### src/rtl/gray_sum_block.sv
`default_nettype none
// ============================================================================
// Module      : gray_sum_block
// Description : Gathers the three weighted FP32 channel products (red, green,
//               blue), each arriving with its own valid flag, then computes
//               (Red + Green) + Blue with one shared two-cycle FP32 adder
//               (align cycle, normalise cycle). Presents the gray value with a
//               one-cycle valid pulse.
// Options     : `define ROUND_NEAREST_EN -> round to nearest, ties to even.
//               Default build truncates.
// Ports       : CLK        - clock, rising edge
//               RST        - synchronous active-high reset
//               Red_In     - weighted red product (FP32)
//               Green_In   - weighted green product (FP32)
//               Blue_In    - weighted blue product (FP32)
//               Flag_Red   - red product valid (level or pulse)
//               Flag_Green - green product valid
//               Flag_Blue  - blue product valid
//               Gray_Out   - FP32 gray sum, held between results
//               Gray_Valid - one-cycle pulse when Gray_Out updates
//               Busy       - adder running; flags ignored while high
// Revision    : 1.0 - initial release
// ============================================================================
module gray_sum_block #(
    parameter logic [31:0] SAT_VALUE = 32'h7F7FFFFF
) (
    input  logic        CLK,
    input  logic        RST,
    input  logic [31:0] Red_In,
    input  logic [31:0] Green_In,
    input  logic [31:0] Blue_In,
    input  logic        Flag_Red,
    input  logic        Flag_Green,
    input  logic        Flag_Blue,
    output logic [31:0] Gray_Out,
    output logic        Gray_Valid,
    output logic        Busy
);

    typedef enum logic [2:0] {
        S_COLLECT = 3'd0,
        S_ADD1A   = 3'd1,
        S_ADD1N   = 3'd2,
        S_ADD2A   = 3'd3,
        S_ADD2N   = 3'd4
    } state_t;

    state_t      r_state_q, w_state_d;
    logic [2:0]  r_cap_q,   w_cap_d;      // {blue, green, red} captured
    logic [30:0] r_red_q,   w_red_d;      // sign bits are never needed
    logic [30:0] r_green_q, w_green_d;
    logic [30:0] r_blue_q,  w_blue_d;
    logic [30:0] r_part_q,  w_part_d;     // Red + Green partial sum
    logic [24:0] r_sum_q,   w_sum_d;      // aligned mantissa sum incl. carry
    logic [7:0]  r_exp_q,   w_exp_d;      // exponent of the larger operand
    logic [31:0] r_gray_q,  w_gray_d;
    logic        r_valid_q, w_valid_d;

    // Exponent 255 operands behave as the largest finite value.
    function automatic logic [30:0] f_clean(input logic [30:0] v);
        f_clean = (v[30:23] == 8'hFF) ? SAT_VALUE[30:0] : v;
    endfunction

    // ------------------------------------------------------------------
    // Align stage: operand select, ordering, shift and add
    // ------------------------------------------------------------------
    logic [30:0] w_op_x, w_op_y;
    logic [7:0]  w_exp_x, w_exp_y, w_exp_big, w_diff;
    logic [23:0] w_mant_x, w_mant_y, w_mant_big, w_mant_small, w_aligned;
    logic [24:0] w_sum;
`ifdef ROUND_NEAREST_EN
    logic [2:0]  r_grs_q, w_grs_d, w_grs;  // guard, round, sticky
    logic [47:0] w_shift;
`endif

    always_comb begin
        w_op_x   = f_clean((r_state_q == S_ADD2A) ? r_part_q : r_red_q);
        w_op_y   = f_clean((r_state_q == S_ADD2A) ? r_blue_q : r_green_q);
        w_exp_x  = w_op_x[30:23];
        w_exp_y  = w_op_y[30:23];
        // Exponent zero flushes to zero (no denormals).
        w_mant_x = (w_exp_x == 8'd0) ? 24'd0 : {1'b1, w_op_x[22:0]};
        w_mant_y = (w_exp_y == 8'd0) ? 24'd0 : {1'b1, w_op_y[22:0]};
        if (w_exp_x >= w_exp_y) begin
            w_exp_big    = w_exp_x;
            w_mant_big   = w_mant_x;
            w_mant_small = w_mant_y;
            w_diff       = w_exp_x - w_exp_y;
        end else begin
            w_exp_big    = w_exp_y;
            w_mant_big   = w_mant_y;
            w_mant_small = w_mant_x;
            w_diff       = w_exp_y - w_exp_x;
        end
`ifdef ROUND_NEAREST_EN
        w_shift = {w_mant_small, 24'd0} >> w_diff;
        if (w_diff < 8'd24) begin
            w_aligned = w_shift[47:24];
            w_grs     = {w_shift[23], w_shift[22], |w_shift[21:0]};
        end else begin
            // Far-away operand only survives as sticky.
            w_aligned = 24'd0;
            w_grs     = {2'b00, |w_mant_small};
        end
`else
        // A shift of 24 or more already yields zero.
        w_aligned = w_mant_small >> w_diff;
`endif
        w_sum = {1'b0, w_mant_big} + {1'b0, w_aligned};
    end

    // ------------------------------------------------------------------
    // Normalise stage: carry shift, optional rounding, saturation
    // ------------------------------------------------------------------
    logic [8:0]  w_nexp;
    logic [23:0] w_nmant;
    logic [30:0] w_result;
`ifdef ROUND_NEAREST_EN
    logic        w_guard, w_round, w_sticky;
    logic [24:0] w_rmant;
`endif

    always_comb begin
        if (r_sum_q[24]) begin
            w_nmant = r_sum_q[24:1];
            w_nexp  = {1'b0, r_exp_q} + 9'd1;
        end else begin
            w_nmant = r_sum_q[23:0];
            w_nexp  = {1'b0, r_exp_q};
        end
`ifdef ROUND_NEAREST_EN
        if (r_sum_q[24]) begin
            w_guard  = r_sum_q[0];
            w_round  = r_grs_q[2];
            w_sticky = r_grs_q[1] | r_grs_q[0];
        end else begin
            w_guard  = r_grs_q[2];
            w_round  = r_grs_q[1];
            w_sticky = r_grs_q[0];
        end
        w_rmant = {1'b0, w_nmant};
        if (w_guard && (w_round || w_sticky || w_nmant[0])) begin
            w_rmant = {1'b0, w_nmant} + 25'd1;
        end
        // Rounding overflow: mantissa became 2.0, renormalise.
        if (w_rmant[24]) begin
            w_nmant = 24'h800000;
            w_nexp  = w_nexp + 9'd1;
        end else begin
            w_nmant = w_rmant[23:0];
        end
`endif
        if (r_sum_q == 25'd0) begin
            w_result = 31'd0;
        end else if (w_nexp >= 9'd255) begin
            w_result = SAT_VALUE[30:0];
        end else begin
            w_result = {w_nexp[7:0], w_nmant[22:0]};
        end
    end

    // ------------------------------------------------------------------
    // Control: capture and sequencing
    // ------------------------------------------------------------------
    always_comb begin
        w_state_d = r_state_q;
        w_cap_d   = r_cap_q;
        w_red_d   = r_red_q;
        w_green_d = r_green_q;
        w_blue_d  = r_blue_q;
        w_part_d  = r_part_q;
        w_sum_d   = r_sum_q;
        w_exp_d   = r_exp_q;
        w_gray_d  = r_gray_q;
        w_valid_d = 1'b0;
`ifdef ROUND_NEAREST_EN
        w_grs_d   = r_grs_q;
`endif
        case (r_state_q)
            S_COLLECT: begin
                // First capture per channel wins until the result is out.
                if (Flag_Red && !r_cap_q[0]) begin
                    w_red_d    = Red_In[30:0];
                    w_cap_d[0] = 1'b1;
                end
                if (Flag_Green && !r_cap_q[1]) begin
                    w_green_d  = Green_In[30:0];
                    w_cap_d[1] = 1'b1;
                end
                if (Flag_Blue && !r_cap_q[2]) begin
                    w_blue_d   = Blue_In[30:0];
                    w_cap_d[2] = 1'b1;
                end
                if (w_cap_d == 3'b111) begin
                    w_state_d = S_ADD1A;
                end
            end
            S_ADD1A, S_ADD2A: begin
                w_sum_d   = w_sum;
                w_exp_d   = w_exp_big;
`ifdef ROUND_NEAREST_EN
                w_grs_d   = w_grs;
`endif
                w_state_d = (r_state_q == S_ADD1A) ? S_ADD1N : S_ADD2N;
            end
            S_ADD1N: begin
                w_part_d  = w_result;
                w_state_d = S_ADD2A;
            end
            S_ADD2N: begin
                w_gray_d  = {1'b0, w_result};
                w_valid_d = 1'b1;
                w_cap_d   = 3'b000;
                w_state_d = S_COLLECT;
            end
            default: begin
                w_state_d = S_COLLECT;
                w_cap_d   = 3'b000;
            end
        endcase
    end

    always_ff @(posedge CLK) begin
        if (RST) begin
            r_state_q <= S_COLLECT;
            r_cap_q   <= 3'b000;
            r_red_q   <= 31'd0;
            r_green_q <= 31'd0;
            r_blue_q  <= 31'd0;
            r_part_q  <= 31'd0;
            r_sum_q   <= 25'd0;
            r_exp_q   <= 8'd0;
            r_gray_q  <= 32'd0;
            r_valid_q <= 1'b0;
`ifdef ROUND_NEAREST_EN
            r_grs_q   <= 3'b000;
`endif
        end else begin
            r_state_q <= w_state_d;
            r_cap_q   <= w_cap_d;
            r_red_q   <= w_red_d;
            r_green_q <= w_green_d;
            r_blue_q  <= w_blue_d;
            r_part_q  <= w_part_d;
            r_sum_q   <= w_sum_d;
            r_exp_q   <= w_exp_d;
            r_gray_q  <= w_gray_d;
            r_valid_q <= w_valid_d;
`ifdef ROUND_NEAREST_EN
            r_grs_q   <= w_grs_d;
`endif
        end
    end

    assign Gray_Out   = r_gray_q;
    assign Gray_Valid = r_valid_q;
    assign Busy       = (r_state_q != S_COLLECT);

endmodule
`default_nettype wire

### config.mk
export PLATFORM = sky130hd
export DESIGN_NAME = gray_sum_block
export DESIGN_NICKNAME = d
export VERILOG_FILES = /design/src/rtl/gray_sum_block.sv
export SDC_FILE = /design/constraint.sdc
export NUM_CORES = 1
export LEC_CHECK = 0
export ABC_CLOCK_PERIOD_IN_PS = 12050
export BUFFER_PORTS_ARGS = -buffer_cell sky130_fd_sc_hd__buf_2
export CAP_MARGIN = 30
export CORE_MARGIN = 3
export CORE_UTILIZATION = 50
export DETAILED_ROUTE_END_ITERATION = 12
export PLACE_DENSITY = 0.8
export REMOVE_ABC_BUFFERS = 1
export SKIP_LAST_GASP = 1
export SYNTH_ARGS = -nofsm -noshare
export SYNTH_HDL_FRONTEND = slang
export SYNTH_SLANG_ARGS = --single-unit
### constraint.sdc
create_clock -name CLK -period 12.05 [get_ports CLK]
set_input_delay 1.8075 -clock CLK [delete_from_list [all_inputs] [get_ports CLK]]
set_output_delay 1.8075 -clock CLK [all_outputs]
set_load 0.1 [all_outputs]
==> impl_metrics.yaml, run 1 <==
critical_path:
  endpoint_kind: "flop"
  slowest_delay_ns: 0.58
  cp_max_fo: 40
  arrival_ns: 9.44
  critical_path_class: "flop to flop"
  slowest_stage: "dfxtp_1"
  cpMostUsedCell: "buf_4"
  critPathRequiredTime_ns: 12.39
  worst_setup_path_start_kind: "flop"
yosys:
  synthFlopType: "dfxtp_1"
  synth_seq_cells: 195
  synth_cells: 1660
  syn_avg_cell_area_um2: 7.53
  yosysWarnings: 0
  synth_top_cell_by_area: "dfxtp_1"
  synth_top_cells_by_area: "dfxtp_1 31%, nand2_1 14%, a21oi_1 10%, mux2i_1 8.4%, ha_1 3.8%"
  async_reset_ff_share_pct: 0
  yosysSeqAreaShare_pct: 31.2
  synth_top_area_share_pct: 31.2
  ys_types: 83
  post_synth_instance_area_mm2: 0.0125
  synth_edf_count: 0
finish:
  most-common-layout-cells: "462 x nand2_1, 249 x a21oi_1, 195 x dfxtp_1, 129 x buf_2, 105 x mux2i_1"
  final_common_cell: "nand2_1"
  num_antenna_cells: 0
  drive_above_1_share_pct: 15.1
  nets: 1847
  syn2layout_area_growth_pct: 11.0
  fin_cells: 2044
route:
  wl_per_cell_um: 17.7
  drc: 0
  drt_iter0_markers: 1042
  viasPerCell: 5.86
  dr.pass1.iters: 6
  ant_nets: 0
  vias: 12000
  wirelength_mm: 36.2
clock_network:
  cts-htree-levels: 4
  cts_setup_buffers: 0
  root_buffer: "clkbuf_16"
  numCtsBuffers: 17
  clk_latency_ns: 0.45
  tritoncts: "built"
  cts_hold_buf: 0
  clock-sinks: 195
  cts_resized: 0
  cts_buffer_depth: 2
  path_clk_slew_ns: 0.08
floorplan:
  rows: 57
  initial_core_util_pct: 51.1
  pin_count: 135
  core_mm2: 0.0245
  die_w_um: 164
  die_h_um: 164
  dieArea_mm2: 0.0269
power:
  powerDensity_mw_per_mm2: 178
  leakage_nw: 5.40
  vdd_drop_max_v: 0.000117
  p_total_mw: 2.47
global_routing:
  grt_pass1_wl_mm: 57.5
  grt_pass1_vias: 10900
  grt.total_usage_pct: 26.6
  gr-total-overflow: 0
  grt_max_degree: 117
  antenna_found_initial: 0
place:
  dp.cells: 2012
  gp_congestion: 0.961
  portBuffers: 130
  hpwl_mm: 26.5
sta:
  clock.fmax_mhz: 110
  fin_tns_setup_ns: 0
  fin_skew_ns: 0.0140
  finalSetupViolCount: 0
  hold_viol_final: 0
  max_slew_margin_pct: 38.8
  period_minus_slack_ns: 9.10
  drv_slew: 0
  finalCritPeriodShare_pct: 75.6
  tightestPinTransition_ns: 0.916
  rsz0062_at_grt: "false"
flow_run:
  maxCapViolations: 0
run_status:
  status: "finished, final reports clean"
worst_hold_path:
  holdCritPathClass: "flop to flop"
## cell usage after synthesis, types with 8 or more instances
library cell / number
and3_1: 10
a31oi_1: 13
inv_1: 24
a31o_2: 12
a32oi_1: 22
o22ai_1: 15
nand2_1: 462
a211oi_1: 12
a21oi_1: 249
buf_2: 21
nor2_1: 64
nand3b_1: 8
ha_1: 38
nand4_1: 17
o21ai_0: 24
nor4_1: 10
mux2i_1: 105
dfxtp_1: 195
a21o_1: 18
nand2b_1: 10
xnor2_1: 18
xor2_1: 16
nor3_1: 16
mux2_2: 21
o211ai_1: 16
nand3_1: 16
clkbuf_1: 88
a32o_1: 10
## where the power goes
part	switching [mW]	internal (mW)	total [mW]	leakage, nW
Combinational	0.752	0.379	1.13	3.51
Clock	0.310	0.305	0.614	0.306
Sequential	0.0399	0.690	0.729	1.59
## logic make-up (layout without fill, tap and decap cells)
kind of cell	Yosys count	after routing	synth area share, %
AOI/OAI and AO/OA	452	452	22.7
DFF	195	195	31.2
xor gates and xnor gates	39	39	3.03
buffers and inverters	154	214	5.48
adders and majority gates	39	39	3.97
and+or+nand+nor	648	648	22.3
muxes	132	132	11.3
other	1	1	0.0300
## worst paths after layout
check	startpoint	to	slack, ns	cells past startpoint
setup reg to reg	r_state_q[2]	r_sum_q[22]	2.95	29
hold reg to reg	Gray_Out[29]	Gray_Out[29]	0.45	2
hold / removal	Gray_Out[29]	Gray_Out[29]	0.45	2
setup / recovery	r_state_q[2]	r_sum_q[22]	2.95	29
## per-stage QoR
stage / instance area (um2) / worst slack [ns] / hold slack, ns / utilization (%)
3_3_place_gp: 13200 / 3.14 / 0.441 / 53.8
2_1_floorplan: 11900 / 3.97 / 0.430 / -
4_1_cts: 13900 / 3.02 / 0.455 / 56.7
5_1_grt: 13900 / 2.36 / 0.470 / 56.7
6_report: 13900 / 2.95 / 0.452 / 56.7
3_5_place_dp: 13200 / 3.05 / 0.444 / 54.1
## worst max-delay path, delay by kind of cell, from the launching register on
kind                     cells  cell delay, ns
adder cells (fa/ha/maj)      3            1.02
XOR/XNOR                     1            0.38
AND/OR/NAND/NOR              7            2.06
buffers and inverters        4            1.31
flip-flops                   1            0.58
multiplexers                 1            0.32
AO/OA/AOI/OAI               13            3.25
## metal layers
| layer | GRT usage [%] | vias to the layer above | wire, um |
|---|---|---|---|
| li1 | - | 5929 | - |
| met1 | 38.0 | 5579 | 17200 |
| met2 | 41.4 | 421 | 15900 |
| met3 | 4.29 | 47 | 2510 |
| met4 | 7.57 | 0 | 572 |
| met5 | 0 | - | 0 |
## final cells by class
| cell class | instances | area [um2] |
|---|---|---|
| repair buffers | 157 | 907 |
| well taps | 324 | 405 |
| clock buffers | 17 | 425 |
| multi-input cells | 1311 | 7930 |
| inverters | 25 | 93.8 |
| clock inverters | 15 | 213 |
| flip-flops and latches | 195 | 3900 |
| fillers | 2227 | 10600 |
## state kept, by name (all words and copies together) (netlist names)
signal and cells:
r_red_q 31, Gray_Out 31, r_cap_q 3, Gray_Valid 1, r_green_q 31, r_state_q 3, r_sum_q 25, r_exp_q 8
r_blue_q 31, r_part_q 31
Note: power is estimated with default switching activity, not from simulation.
==> run 2: changes to the inputs <==
--- a/config.mk
+++ b/config.mk
@@ -5,7 +5,7 @@
 export SDC_FILE = /design/constraint.sdc
 export NUM_CORES = 1
 export LEC_CHECK = 0
-export ABC_CLOCK_PERIOD_IN_PS = 12050
+export ABC_CLOCK_PERIOD_IN_PS = 8900
 export BUFFER_PORTS_ARGS = -buffer_cell sky130_fd_sc_hd__buf_2
 export CAP_MARGIN = 30
 export CORE_MARGIN = 3
==> constraint.sdc (replaced) <==
create_clock -name CLK -period 8.9 [get_ports CLK]
set_input_delay 1.335 -clock CLK [delete_from_list [all_inputs] [get_ports CLK]]
set_output_delay 1.335 -clock CLK [all_outputs]
set_load 0.1 [all_outputs]
==> run 2 against run 1 <==
Clock power rose by 29%. Setup slack got worse by 1.8 ns. Core utilization grew 0.78 points. Cell area rose by 1.4%. Die area did not move. Combinational power up 40%. Critical path type unchanged. Maximum frequency rose by 18%. Sequential power is 35% higher.
==> impl_metrics.yaml, run 2 (same netlist as run 1, synthesis figures left out) <==
global_routing:
  grt.total_usage_pct: 27.0
  antenna_found_initial: 0
  grt_pass1_wl_mm: 58.8
  grt_pass1_vias: 11200
  gr-total-overflow: 0
  grt_max_degree: 108
clock_network:
  tritoncts: "built"
  clock-sinks: 195
  root_buffer: "clkbuf_16"
  cts_hold_buf: 0
  cts_setup_buffers: 0
  cts-htree-levels: 4
  numCtsBuffers: 17
  cts_buffer_depth: 2
  cts_resized: 0
  path_clk_slew_ns: 0.08
  clk_latency_ns: 0.45
place:
  portBuffers: 130
  dp_slack_ns: 1.33
  dp.cells: 2043
  gp_congestion: 0.984
  hpwl_mm: 27.5
power:
  leakage_nw: 5.52
  vdd_drop_max_v: 0.000126
  p_total_mw: 3.36
  powerDensity_mw_per_mm2: 239
route:
  viasPerCell: 5.85
  drt_iter0_markers: 1060
  drc: 0
  vias: 12100
  wl_per_cell_um: 17.7
  dr.pass1.iters: 5
  ant_nets: 0
  wirelength_mm: 36.7
floorplan:
  pin_count: 135
  die_h_um: 164
  dieArea_mm2: 0.0269
  core_mm2: 0.0245
  rows: 57
  die_w_um: 164
  initial_core_util_pct: 51.1
sta:
  setup_slack_ns: 1.17
  clock.fmax_mhz: 129
  period_minus_slack_ns: 7.73
  hold_viol_final: 0
  finalCritPeriodShare_pct: 86.8
  max_slew_margin_pct: 38.4
  fin_skew_ns: 0.0122
  rsz0062_at_grt: "false"
  fin_tns_setup_ns: 0
  drv_slew: 0
  tightestPinTransition_ns: 0.925
  finalSetupViolCount: 0
critical_path:
  cp_max_fo: 41
  crit_family: "compound AO/OA/AOI/OAI gates"
  critical_path_class: "flop to flop"
  endpoint_kind: "flop"
  worst-path-buf-inv: 1
  reg2reg_slack_ns: 1.17
  slowest_delay_ns: 0.67
  worst_setup_path_start_kind: "flop"
  cpMostUsedCell: "a21oi_1"
  arrival_ns: 8.12
  critPathRequiredTime_ns: 9.29
  slowest_stage: "and3b_2"
finish:
  nets: 1878
  num_antenna_cells: 0
  syn2layout_area_growth_pct: 12.6
  most-common-layout-cells: "462 x nand2_1, 249 x a21oi_1, 195 x dfxtp_1, 129 x buf_2, 105 x mux2i_1"
  fin_cells: 2075
  drive_above_1_share_pct: 16.6
  final_common_cell: "nand2_1"
worst_hold_path:
  holdCritPathClass: "flop to flop"
flow_run:
  maxCapViolations: 0
run_status:
  status: "finished, final reports clean"
-- run 2: cell type report --
class / count / area, um2
Fill cell: 2263 / 10400
Multi-Input combinational cell: 1311 / 7930
Sequential cell: 195 / 3900
Timing Repair Buffer: 188 / 1150
Clock buffer: 18 / 429
Tap cell: 324 / 405
Clock inverter: 14 / 160
Inverter: 25 / 93.8
-- run 2: worst register-to-register path: cells and delay by family (launching register included) --
family	cells	cell delay [ns]
multiplexers	4	1.29
flip-flops	1	0.51
buffers and inverters	1	0.46
adder cells (fa/ha/maj)	3	1.17
AO/OA/AOI/OAI	13	2.91
AND/OR/NAND/NOR	5	1.32
-- run 2: worst paths after layout --
kind | from | to | cells past startpoint
worst max-delay path | r_state_q[0] | r_sum_q[22] | 26
worst min-delay path | Gray_Out[20] | Gray_Out[20] | 2
worst max register to register | r_state_q[0] | r_sum_q[22] | 26
worst min register to register | Gray_Out[20] | Gray_Out[20] | 2
-- run 2: per-layer routing --
metal  up-vias  part of all wire (%)  track usage (%)  wire (um)
li1       5991                     -                -          -
met1      5645                    47             39.4      17400
met2       455                    44             41.9      16200
met4         0                   1.9             7.77        689
met3        39                   6.6             3.40       2420
met5         -                     0                0          0
-- run 2: power breakdown --
| group | switching (mW) | total, mW | internal, mW |
|---|---|---|---|
| Clock | 0.410 | 0.789 | 0.379 |
| Sequential | 0.0537 | 0.987 | 0.934 |
| Combinational | 1.02 | 1.58 | 0.562 |
| Total | 1.49 | 3.36 | 1.87 |
-- run 2: through the flow --
step / hold slack (ns) / utilization [%] / area, um2
final: 0.452 / 57.5 / 14100
after global routing: 0.470 / 57.5 / 14100
after CTS: 0.455 / 57.5 / 14100
after detailed placement: 0.444 / 55.1 / 13500
after global placement: 0.440 / 54.7 / 13400
after floorplan: 0.430 / - / 11900
